==> config.mk <==
export PLATFORM = sky130hd
export DESIGN_NAME = count_report_tx
export DESIGN_NICKNAME = d
export VERILOG_FILES = /design/src/rtl/count_report_tx.sv
export SDC_FILE = /design/constraint.sdc
export NUM_CORES = 1
export LEC_CHECK = 0
export ABC_AREA = 0
export BUFFER_PORTS_ARGS = -buffer_cell sky130_fd_sc_hd__buf_2
export CORE_ASPECT_RATIO = 1.5
export CORE_MARGIN = 2
export CORE_UTILIZATION = 50
export CTS_CLUSTER_SIZE = 16
export DETAILED_ROUTE_END_ITERATION = 10
export PLACE_DENSITY = 0.78
export SLEW_MARGIN = 20
export SYNTH_ARGS = -nofsm -noshare
export SYNTH_HDL_FRONTEND = slang
export SYNTH_SLANG_ARGS = --single-unit
==> constraint.sdc <==
create_clock -name Clk -period 2.6 [get_ports Clk]
set_clock_uncertainty 0.2 [all_clocks]
set_input_delay 0.26 -clock Clk [delete_from_list [all_inputs] [get_ports Clk]]
set_output_delay 0.26 -clock Clk [all_outputs]
set_load 0.01 [all_outputs]
==> src/rtl/count_report_tx.sv <==
// Snapshots two event counters on request and streams them out as a byte frame:
// header, Count0 LSB-first, Count1 LSB-first, then an XOR checksum of the data bytes.
module count_report_tx #(
  parameter int unsigned CNT_W  = 64,
  parameter logic [7:0]  HEADER = 8'hA5
) (
  input  logic             Clk,
  input  logic             Reset,
  input  logic             Req,
  input  logic [CNT_W-1:0] Count0,
  input  logic [CNT_W-1:0] Count1,
  output logic [7:0]       TxData,
  output logic             TxValid,
  input  logic             TxReady,
  output logic             Busy,
  output logic [7:0]       DropCnt
);

  localparam int unsigned   NB       = CNT_W / 8;
  localparam int unsigned   IW       = (NB > 1) ? $clog2(NB) : 1;
  localparam logic [IW-1:0] LAST_IDX = IW'(NB - 1);

  typedef enum logic [2:0] {
    S_IDLE = 3'd0,
    S_HDR  = 3'd1,
    S_C0   = 3'd2,
    S_C1   = 3'd3,
    S_CHK  = 3'd4
  } state_t;

  state_t           state_q, state_d;
  logic [IW-1:0]    idx_q, idx_d;
  logic [CNT_W-1:0] snap0_q, snap0_d;
  logic [CNT_W-1:0] snap1_q, snap1_d;
  logic [7:0]       chk_q, chk_d;
  logic [7:0]       drop_q, drop_d;
  logic [7:0]       tx_data_q, tx_data_d;
  logic             tx_valid_q, tx_valid_d;
  logic             xfer_s;

  function automatic logic [7:0] byte_sel(input logic [CNT_W-1:0] v, input logic [IW-1:0] k);
    logic [CNT_W-1:0] sh;
    sh = v >> {k, 3'b000};
    return sh[7:0];
  endfunction

  assign xfer_s = tx_valid_q & TxReady;

  // Frame sequencing, checksum accumulation, drop counting and next output byte
  always_comb begin
    state_d    = state_q;
    idx_d      = idx_q;
    snap0_d    = snap0_q;
    snap1_d    = snap1_q;
    chk_d      = chk_q;
    drop_d     = drop_q;
    tx_data_d  = 8'h00;
    tx_valid_d = 1'b0;

    case (state_q)
      S_IDLE: begin
        if (Req) begin
          snap0_d = Count0;
          snap1_d = Count1;
          chk_d   = 8'h00;
          idx_d   = '0;
          state_d = S_HDR;
        end else begin
          state_d = S_IDLE;
        end
      end
      S_HDR: begin
        if (xfer_s) begin
          idx_d   = '0;
          state_d = S_C0;
        end else begin
          state_d = S_HDR;
        end
      end
      S_C0, S_C1: begin
        if (xfer_s) begin
          // tx_data_q holds the data byte being accepted right now
          chk_d = chk_q ^ tx_data_q;
          if (idx_q == LAST_IDX) begin
            idx_d   = '0;
            state_d = (state_q == S_C0) ? S_C1 : S_CHK;
          end else begin
            idx_d = idx_q + IW'(1);
          end
        end else begin
          state_d = state_q;
        end
      end
      S_CHK: begin
        if (xfer_s) begin
          state_d = S_IDLE;
        end else begin
          state_d = S_CHK;
        end
      end
      default: begin
        state_d = S_IDLE;
      end
    endcase

    if (Req && (state_q != S_IDLE) && (drop_q != 8'hFF)) begin
      drop_d = drop_q + 8'd1;
    end else begin
      drop_d = drop_q;
    end

    case (state_d)
      S_HDR:   tx_data_d = HEADER;
      S_C0:    tx_data_d = byte_sel(snap0_d, idx_d);
      S_C1:    tx_data_d = byte_sel(snap1_d, idx_d);
      S_CHK:   tx_data_d = chk_d;
      default: tx_data_d = 8'h00;
    endcase
    tx_valid_d = (state_d != S_IDLE);
  end

  // State and output registers with synchronous reset
  always_ff @(posedge Clk) begin
    if (Reset) begin
      state_q    <= S_IDLE;
      idx_q      <= '0;
      snap0_q    <= '0;
      snap1_q    <= '0;
      chk_q      <= 8'h00;
      drop_q     <= 8'h00;
      tx_data_q  <= 8'h00;
      tx_valid_q <= 1'b0;
    end else begin
      state_q    <= state_d;
      idx_q      <= idx_d;
      snap0_q    <= snap0_d;
      snap1_q    <= snap1_d;
      chk_q      <= chk_d;
      drop_q     <= drop_d;
      tx_data_q  <= tx_data_d;
      tx_valid_q <= tx_valid_d;
    end
  end

  assign TxData  = tx_data_q;
  assign TxValid = tx_valid_q;
  assign Busy    = (state_q != S_IDLE);
  assign DropCnt = drop_q;

endmodule

==> results.py, run 1 <==
metrics = {
    "final_layout": {
        "final_area_mm2": 0.0111,
        "area_delta_synth_final_pct": 50.1,
        "final_nets": 1457,
        "final_cells": 1531,
        "antenna_cells": 0,
        "drive_gt1_frac": 0.261,
        "final_cell_mix": "nand2_1 (349), dfxtp_1 (156), a21oi_1 (154)",
        "layout_commonest_cell": "nand2_1",
    },
    "drt": {
        "wl_um": 32000,
        "remaining_drc_errors": 0,
        "drtAntennaViolNets": 0,
        "vias": 9415,
        "route.detailed.wl_per_inst_um": 20.9,
        "vias_per_cell": 6.15,
        "dr.pass1.iters": 6,
        "first_iter_violations": 1232,
    },
    "synth": {
        "synth_top_area_frac": 0.429,
        "yosys.area.top_type": "dfxtp_1",
        "synth_edf_count": 0,
        "synth_area_mm2": 0.00742,
        "synthMuxAreaShare": 0.0120,
        "synthXorXnorAreaFrac": 0.00590,
        "async_reset_ff_frac": 0,
        "synth-simple-area-share": 0.275,
        "netlist_instances": 1023,
        "synth_top_family_by_area": "simple AND/OR/NAND/NOR gates",
        "synth-main-ff-cell": "dfxtp_1",
        "synth_area_leaders": "dfxtp_1 (43%), nand2_1 (18%), a21oi_1 (11%)",
        "synth_seq_cells": 159,
        "synth_cell_type_count": 57,
        "synth-compound-area-share": 0.218,
        "ys_seq_area_frac": 0.429,
        "yosys_warnings": 0,
        "syn_avg_cell_area_um2": 7.25,
        "syn_nets": 1158,
        "yosys.area_share.adder": 0.00506,
    },
    "setup_path": {
        "startpoint_type": "flop",
        "cpMaxStageDelayCell": "o22ai_1",
        "crit_required_ns": 2.69,
        "path_cells": "ha_4, ha_4, and3_4, mux2i_4, buf_12, buf_12, buf_4, nand2_1, and3_1, a311oi_2, a2111oi_4, o22ai_1",
        "cpPeakStageDelay_ns": 0.47,
        "path_max_fanout": 4,
        "critPathCaptureType": "flop",
        "critPathKind": "reg2reg",
        "arrival_ns": 3.15,
    },
    "floorplanning": {
        "start_util": 0.511,
        "design.portCount": 150,
        "die_width_um": 103,
        "rows": 54,
        "dieArea_mm2": 0.0159,
        "core_mm2": 0.0145,
        "die_h_um": 153,
    },
    "hold_path": {
        "hold_path_class": "in2reg",
    },
    "timing": {
        "fin_hold_ws_ns": 0.0185,
        "slew_viol_final": 0,
        "rsz0062_at_grt": "true",
        "slew_headroom": 0.362,
        "setup_viol": 8,
        "layout_setup_ws_ns": -0.461,
        "hold_viol": 0,
        "post-route-min-period_ns": 3.06,
        "worst_pin_slew_ns": 0.953,
        "period_share": 1.18,
        "fmax_mhz": 327,
    },
    "grt": {
        "grtUsageMet1": 0.382,
        "grt_pass1_vias": 8675,
        "gr-usage-all-layers": 0.340,
        "use_met2": 0.570,
        "gr-max-usage-layer": "met2",
        "grt_overflow": 0,
        "grt_antenna_before_repair": 0,
        "grt_start_max_net_pins": 63,
        "grtUsageMet3": 0.0672,
        "grt_pass1_wl_um": 42100,
    },
    "clock_tree": {
        "htreeDepth": 4,
        "tritoncts": "yes",
        "clk_path_buf_depth": 2,
        "cts_sinks": 159,
        "root_buffer": "clkbuf_16",
        "insertion_delay_ns": 0.44,
        "clk_pin_slew_ns": 0.08,
        "cts_made_buffers": 17,
    },
    "placement": {
        "routabilityCongestion": 0.956,
        "dpl_cell_area_mm2": 0.00859,
        "place_hpwl_um": 15600,
        "port_buffers": 149,
        "dp_slack_ns": -0.377,
        "dp_cells": 1348,
    },
    "status": {
        "status": "finished, violations left",
        "violations": "negative setup slack",
    },
    "pwr": {
        "power.leakage_nw": 4.70,
        "vdd_drop_max_uv": 476,
        "p_per_area_mw_per_mm2": 560,
    },
    "run": {
        "cap_violations": 0,
    },
}
-- repair_timing --
| action | CTS | global route |
|---|---|---|
| buffers inserted | 14 | 15 |
| hold buffers | 116 | 0 |
| pin swaps | 17 | 29 |
| gates resized for setup | 28 | 64 |
| setup endpoints to repair | 9 | 8 |
| gates cloned | 2 | 5 |
| hold endpoints to repair | 116 | 0 |
-- flip-flops by register name, indices dropped and copies added (netlist names) --
name	count
snap1_q	64
state_q	3
TxValid	1
snap0_q	64
DropCnt	8
TxData	8
idx_q	3
chk_q	8
-- synthesized netlist by cell type, drive strengths merged, types with 6 or more instances --
library cell and instances:
nor3 16, buf 48, a21oi 166, or3 6
nand3 46, o21ai 34, mux2i 7, clkbuf 32
a31oi 8, nor2 34, nand2 362, and2 7
and3 7, o211a 12, dfxtp 159
-- kinds of logic (layout without fill, tap and decap cells) --
| kind of cell | after synthesis | after routing |
|---|---|---|
| multiplexers | 8 | 10 |
| buffers and inverters | 84 | 394 |
| adder cells (fa/ha/maj) | 3 | 3 |
| XOR/XNOR | 5 | 5 |
| AO/OA/AOI/OAI | 271 | 271 |
| flip-flops | 159 | 159 |
| AND/OR/NAND/NOR | 493 | 493 |
-- worst paths after layout --
path | endpoint | start | slack [ns] | cells after the start
hold / removal | snap1_q[27] | Count1[27] | 0.02 | 3
setup reg to reg | TxData[7] | idx_q[0] | -0.46 | 12
setup / recovery | TxData[7] | idx_q[0] | -0.46 | 12
hold reg to reg | snap0_q[50] | snap0_q[50] | 0.26 | 2
-- where the power goes --
group / leakage [nW] / total, mW / internal, mW / switching, mW
Combinational: 3.12 / 1.04 / 0.465 / 0.573
Sequential: 1.30 / 2.69 / 2.58 / 0.111
Clock: 0.273 / 2.50 / 1.36 / 1.14
-- layer usage --
layer  vias up  routed length (um)
met5         -                   0
met4         0                3180
met3       275                3480
met2       777               14900
met1      4283               10400
li1       4080                   -
-- area by class of cell --
type                    count  area (um^2)
clock buffers              19          443
clock inverters            13          130
fillers                   872         3390
inverters                   4         15.0
multi-input cells         782         4240
flip-flops and latches    159         3190
well taps                 196          245
repair buffers            358         2880
-- critical path: cells and delay by family, from the launching register on --
kind                     cells  cell delay, ns
AO/OA/AOI/OAI                3            0.84
flip-flops                   1            0.36
buffers and inverters        3            0.38
multiplexers                 1            0.32
AND/OR/NAND/NOR              3            0.51
adder cells (fa/ha/maj)      2            0.29
-- metrics by stage --
stage / util / TNS, ns / power (mW)
floorplan: - / 0 / 3.15
detailed placement: 0.591 / -2.14 / 3.45
global placement: 0.591 / -1.21 / 3.43
finish: 0.767 / -1.96 / 6.23
global route: 0.767 / -2.11 / 6.39
CTS: 0.733 / -0.0540 / 6.00
Note: power is estimated with default switching activity, not from simulation.
==> run 2: changes to the inputs <==
--- a/config.mk
+++ b/config.mk
@@ -9,10 +9,10 @@
 export BUFFER_PORTS_ARGS = -buffer_cell sky130_fd_sc_hd__buf_2
 export CORE_ASPECT_RATIO = 1.5
 export CORE_MARGIN = 2
-export CORE_UTILIZATION = 50
+export CORE_UTILIZATION = 55
 export CTS_CLUSTER_SIZE = 16
 export DETAILED_ROUTE_END_ITERATION = 10
-export PLACE_DENSITY = 0.78
+export PLACE_DENSITY = 0.81
 export SLEW_MARGIN = 20
 export SYNTH_ARGS = -nofsm -noshare
 export SYNTH_HDL_FRONTEND = slang
==> constraint.sdc (replaced) <==
create_clock -name Clk -period 3.8 [get_ports Clk]
set_clock_uncertainty 0.2 [all_clocks]
set_input_delay 0.38 -clock Clk [delete_from_list [all_inputs] [get_ports Clk]]
set_output_delay 0.38 -clock Clk [all_outputs]
set_load 0.01 [all_outputs]
==> results.py, run 2 (synthesis gave the netlist of run 1 again) <==
metrics = {
    "grt": {
        "grt_overflow": 0,
        "grt_antenna_before_repair": 0,
        "grt_pass1_vias": 7241,
        "grt_start_max_net_pins": 86,
        "gr-usage-all-layers": 0.302,
        "grt_pass1_wl_um": 35500,
    },
    "drt": {
        "drtAntennaViolNets": 0,
        "vias": 7662,
        "dr.pass1.iters": 5,
        "vias_per_cell": 5.72,
        "wl_um": 22000,
        "remaining_drc_errors": 0,
        "first_iter_violations": 652,
        "route.detailed.wl_per_inst_um": 16.4,
    },
    "timing": {
        "hold_viol": 1,
        "slew_viol_final": 0,
        "period_share": 0.878,
        "fmax_mhz": 300,
        "slew_headroom": 0.394,
        "final.setup.tns_ns": 0,
        "layout_setup_ws_ns": 0.465,
        "setup_viol": 0,
        "fin_hold_ws_ns": -0.00482,
        "post-route-min-period_ns": 3.33,
        "rsz0062_at_grt": "false",
        "worst_pin_slew_ns": 0.910,
    },
    "floorplanning": {
        "design.portCount": 150,
        "rows": 52,
        "core_mm2": 0.0133,
        "start_util": 0.556,
        "die_width_um": 98.8,
        "dieArea_mm2": 0.0145,
        "die_h_um": 146,
    },
    "final_layout": {
        "layout_commonest_cell": "nand2_1",
        "final_area_mm2": 0.00915,
        "area_delta_synth_final_pct": 23.3,
        "final_cell_mix": "nand2_1 (359), a21oi_1 (164), dfxtp_1 (159)",
        "antenna_cells": 0,
        "drive_gt1_frac": 0.179,
        "final_nets": 1300,
        "reg_top3": "snap0_q: 64 flops, snap1_q: 64 flops",
    },
    "setup_path": {
        "crit_family": "compound AO/OA/AOI/OAI gates",
        "worst-path-buf-inv": 0,
        "path_max_fanout": 51,
        "cpMaxStageDelayCell": "a2111oi_0",
        "critPathKind": "reg2reg",
        "arrival_ns": 3.50,
        "cpPeakStageDelay_ns": 0.72,
        "critPathCaptureType": "flop",
        "critPathMostFrequentCell": "ha_1",
        "path_cells": "ha_1, ha_1, and3_1, mux2_4, a21oi_1, a21oi_2, o22ai_1, a2111oi_0, a22o_1",
        "startpoint_type": "flop",
        "crit_required_ns": 3.97,
    },
    "clock_tree": {
        "clk_path_buf_depth": 2,
        "insertion_delay_ns": 0.42,
        "cts_made_buffers": 17,
        "htreeDepth": 4,
        "root_buffer": "clkbuf_16",
        "post-cts-setup-buffers": 0,
        "tritoncts": "yes",
        "clk_pin_slew_ns": 0.06,
        "cts_sinks": 159,
    },
    "placement": {
        "port_buffers": 149,
        "dpl_cell_area_mm2": 0.00814,
        "place_hpwl_um": 14400,
        "routabilityCongestion": 0.937,
        "dp_slack_ns": 0.622,
    },
    "run": {
        "cap_violations": 0,
    },
    "pwr": {
        "power.leakage_nw": 3.85,
        "p_per_area_mw_per_mm2": 451,
        "vdd_drop_max_uv": 284,
    },
    "hold_path": {
        "hold_path_class": "in2reg",
    },
    "status": {
        "violations": "negative hold slack",
        "status": "finished, violations left",
    },
}
==> run 2: per-layer routing <==
metal  share of wire  global-route usage  vias to the layer above
li1                -                   -                     3756
met1            0.40               0.374                     3525
met2            0.49               0.503                      307
met3           0.061              0.0474                       74
met4           0.046               0.160                        0
met5               0                   0                        -
==> run 2: cell type report <==
type | count | area [um^2]
Clock buffer | 21 | 470
Clock inverter | 11 | 155
Fill cell | 1099 | 4190
Inverter | 4 | 15.0
Multi-Input combinational cell | 780 | 3850
Sequential cell | 159 | 3180
Tap cell | 162 | 203
Timing Repair Buffer | 203 | 1280
==> run 2: stage by stage <==
| step | utilization | hold slack (ns) | power, mW | cells |
|---|---|---|---|---|
| after global placement | 0.610 | 0.240 | 2.32 | 1269 |
| after detailed placement | 0.610 | 0.247 | 2.33 | 1269 |
| after global routing | 0.686 | 0.00875 | 4.27 | 1340 |
| after floorplan | - | 0.232 | 2.16 | 1023 |
| after CTS | 0.686 | 0.000291 | 4.12 | 1340 |
| final | 0.686 | -0.00482 | 4.13 | 1340 |
==> run 2: what timing repair did <==
action / 4_1_cts / 5_1_grt
hold endpoints to repair: 39 / 0
setup endpoints to repair: 0 / 0
gates resized for setup: 0 / 0
hold buffers: 39 / 0
==> run 2: path summary, 6_finish.rpt <==
path / from / end / slack (ns) / cells after the start
min reg2reg: snap0_q[52] / snap0_q[52] / 0.25 / 2
max reg2reg: idx_q[1] / TxData[1] / 0.47 / 9
min: Count1[55] / snap1_q[55] / -0.005 / 3
max: idx_q[1] / TxData[1] / 0.47 / 9
==> run 2: worst register-to-register path, stage by stage (launching register included) <==
cell       delay (ns)
dfxtp_1          0.38
ha_1             0.18
ha_1             0.20
and3_1           0.32
mux2_4           0.60
a21oi_1          0.21
a21oi_2          0.17
o22ai_1          0.08
a2111oi_0        0.72
a22o_1           0.22
==> run 2: where the power goes <==
group          switching [mW]  total, mW  leakage, nW  internal, mW
Combinational           0.300      0.508         2.25         0.208
Clock                   0.699       1.79        0.293          1.09
Sequential             0.0634       1.83         1.30          1.77
==> run 3: changes to the inputs <==
--- a/config.mk
+++ b/config.mk
@@ -9,10 +9,10 @@
 export BUFFER_PORTS_ARGS = -buffer_cell sky130_fd_sc_hd__buf_2
 export CORE_ASPECT_RATIO = 1.5
 export CORE_MARGIN = 2
-export CORE_UTILIZATION = 55
+export CORE_UTILIZATION = 59
 export CTS_CLUSTER_SIZE = 16
 export DETAILED_ROUTE_END_ITERATION = 10
-export PLACE_DENSITY = 0.81
+export PLACE_DENSITY = 0.86
 export SLEW_MARGIN = 20
 export SYNTH_ARGS = -nofsm -noshare
 export SYNTH_HDL_FRONTEND = slang
==> results.py, run 3 (synthesis gave the netlist of run 1 again) <==
metrics = {
    "status": {
        "status": "finished, violations left",
        "violations": "negative hold slack",
    },
    "clock_tree": {
        "root_buffer": "clkbuf_16",
        "clk_path_buf_depth": 2,
        "tritoncts": "yes",
        "insertion_delay_ns": 0.42,
        "clk_pin_slew_ns": 0.06,
        "htreeDepth": 4,
        "cts_made_buffers": 17,
        "cts_sinks": 159,
        "cts-resized-gates": 0,
    },
    "setup_path": {
        "startpoint": "idx_q[1]",
        "rr_startpoint": "idx_q[1]",
        "critPathKind": "reg2reg",
        "path_max_fanout": 26,
        "cpMaxStageDelayCell": "o41ai_1",
        "crit_required_ns": 3.87,
        "worst-path-buf-inv": 2,
        "path_cells": "ha_1, ha_1, and3_1, mux2i_4, buf_4, buf_4, nand2_1, nand3_1, a311o_1, o31ai_1, o41ai_1",
        "startpoint_type": "flop",
        "critPathCaptureType": "flop",
        "cpPeakStageDelay_ns": 0.40,
        "arrival_ns": 3.33,
        "crit_family": "compound AO/OA/AOI/OAI gates",
    },
    "pwr": {
        "pwr-share-comb": 0.120,
        "p_switching_mw": 1.04,
        "p_int_mw": 3.12,
        "vdd_drop_max_uv": 295,
        "p_per_area_mw_per_mm2": 459,
        "netSwitchingFraction": 0.249,
        "clkPwrFrac": 0.437,
        "finalPower_mw": 4.16,
        "power.leakage_nw": 3.82,
        "pwr-share-seq": 0.442,
    },
    "placement": {
        "place_hpwl_um": 14400,
        "port_buffers": 149,
        "dp_slack_ns": 0.784,
        "routabilityCongestion": 0.910,
    },
    "final_layout": {
        "seq_area_mm2": 0.00318,
        "area_delta_synth_final_pct": 22.1,
        "utilization": 0.732,
        "final_nets": 1291,
        "reg_top3": "snap0_q: 64 flops, snap1_q: 64 flops",
        "fill_cells": 962,
        "layout_commonest_cell": "nand2_1",
        "final_cell_mix": "nand2_1 (359), a21oi_1 (164), dfxtp_1 (159)",
        "multi_input_area_mm2": 0.00385,
        "drive_gt1_frac": 0.179,
        "antenna_cells": 0,
    },
    "drt": {
        "vias_per_cell": 5.92,
        "dr.pass1.iters": 6,
        "drtAntennaViolNets": 0,
        "vias": 7836,
        "wl_um": 22000,
        "remaining_drc_errors": 0,
        "route.detailed.wl_per_inst_um": 16.7,
        "first_iter_violations": 751,
    },
    "run": {
        "cap_violations": 0,
    },
    "timing": {
        "slew_headroom": 0.479,
        "layout_setup_ws_ns": 0.547,
        "period_share": 0.856,
        "rsz0062_at_grt": "false",
        "hold_viol": 6,
        "setup_viol": 0,
        "slew_viol_final": 0,
        "post-route-min-period_ns": 3.25,
        "fmax_mhz": 307,
        "worst_pin_slew_ns": 0.782,
        "final.setup.tns_ns": 0,
        "fin_hold_ws_ns": -0.00361,
    },
    "hold_path": {
        "min-delay-start": "Count1[36]",
        "hold_path_class": "in2reg",
    },
    "grt": {
        "grt_pass1_wl_um": 34600,
        "grt_overflow": 0,
        "gr-usage-all-layers": 0.325,
        "grt_start_max_net_pins": 110,
        "grt_antenna_before_repair": 0,
        "grt_pass1_vias": 7130,
    },
    "floorplanning": {
        "rows": 50,
        "core_mm2": 0.0124,
        "design.portCount": 150,
        "die_width_um": 95.6,
        "start_util": 0.599,
        "die_h_um": 141,
        "dieArea_mm2": 0.0135,
    },
}
-- run 3: cell count changes in the layout (fill, tap and decap cells not counted) --
cell	delta
dlygate4sd3_1	-10
clkinv_4	-1
buf_16	+1
buf_4	+1
buf_12	-1
clkbuf_1	+1
clkinvlp_4	-3
bufinv_16	+1
-- run 3: repair_timing --
| action | CTS | global route |
|---|---|---|
| hold buffers | 27 | 2 |
| hold endpoints to repair | 27 | 2 |
| buffers inserted | 0 | 0 |
-- run 3: layout make-up --
type	count	share of cell area
multi-input cells	780	0.425
flip-flops and latches	159	0.351
repair buffers	194	0.131
clock buffers	22	0.0523
well taps	156	0.0215
clock inverters	8	0.0170
inverters	4	0.00166
-- run 3: final timing paths --
path                      end  slack [ns]  cells after the start
setup / recovery    TxData[0]        0.55                     11
hold / removal    snap1_q[36]      -0.004                      3
setup reg to reg    TxData[0]        0.55                     11
hold reg to reg    snap0_q[2]        0.26                      2
-- run 3: routing by layer --
metal	part of all wire	global-route usage	vias to the layer above
met5	0	0	-
met4	0.057	0.173	0
met3	0.078	0.0611	100
met2	0.48	0.533	422
met1	0.38	0.399	3580
li1	-	-	3734
-- run 3: power by group through the flow --
stage               registers (mW)  clock network [mW]  logic [mW]
floorplan                     1.85                   0       0.313
global placement              1.87                   0       0.452
detailed placement            1.87                   0       0.460
CTS                           1.83                1.81       0.488
global route                  1.85                1.89       0.555
finish                        1.84                1.82       0.501
-- run 3: worst min-delay path: cells and delay by family --
family,cells,cell delay (ns)
and+or+nand+nor,1,0.05
buffers and inverters,1,0.09
AOI/OAI and AO/OA,1,0.05
-- run 3: through the flow --
stage / cells / instance area, um^2
2_1_floorplan: 1023 / 7420
3_3_place_gp: 1263 / 8120
3_5_place_dp: 1263 / 8120
4_1_cts: 1320 / 9010
5_1_grt: 1323 / 9060
6_report: 1323 / 9060
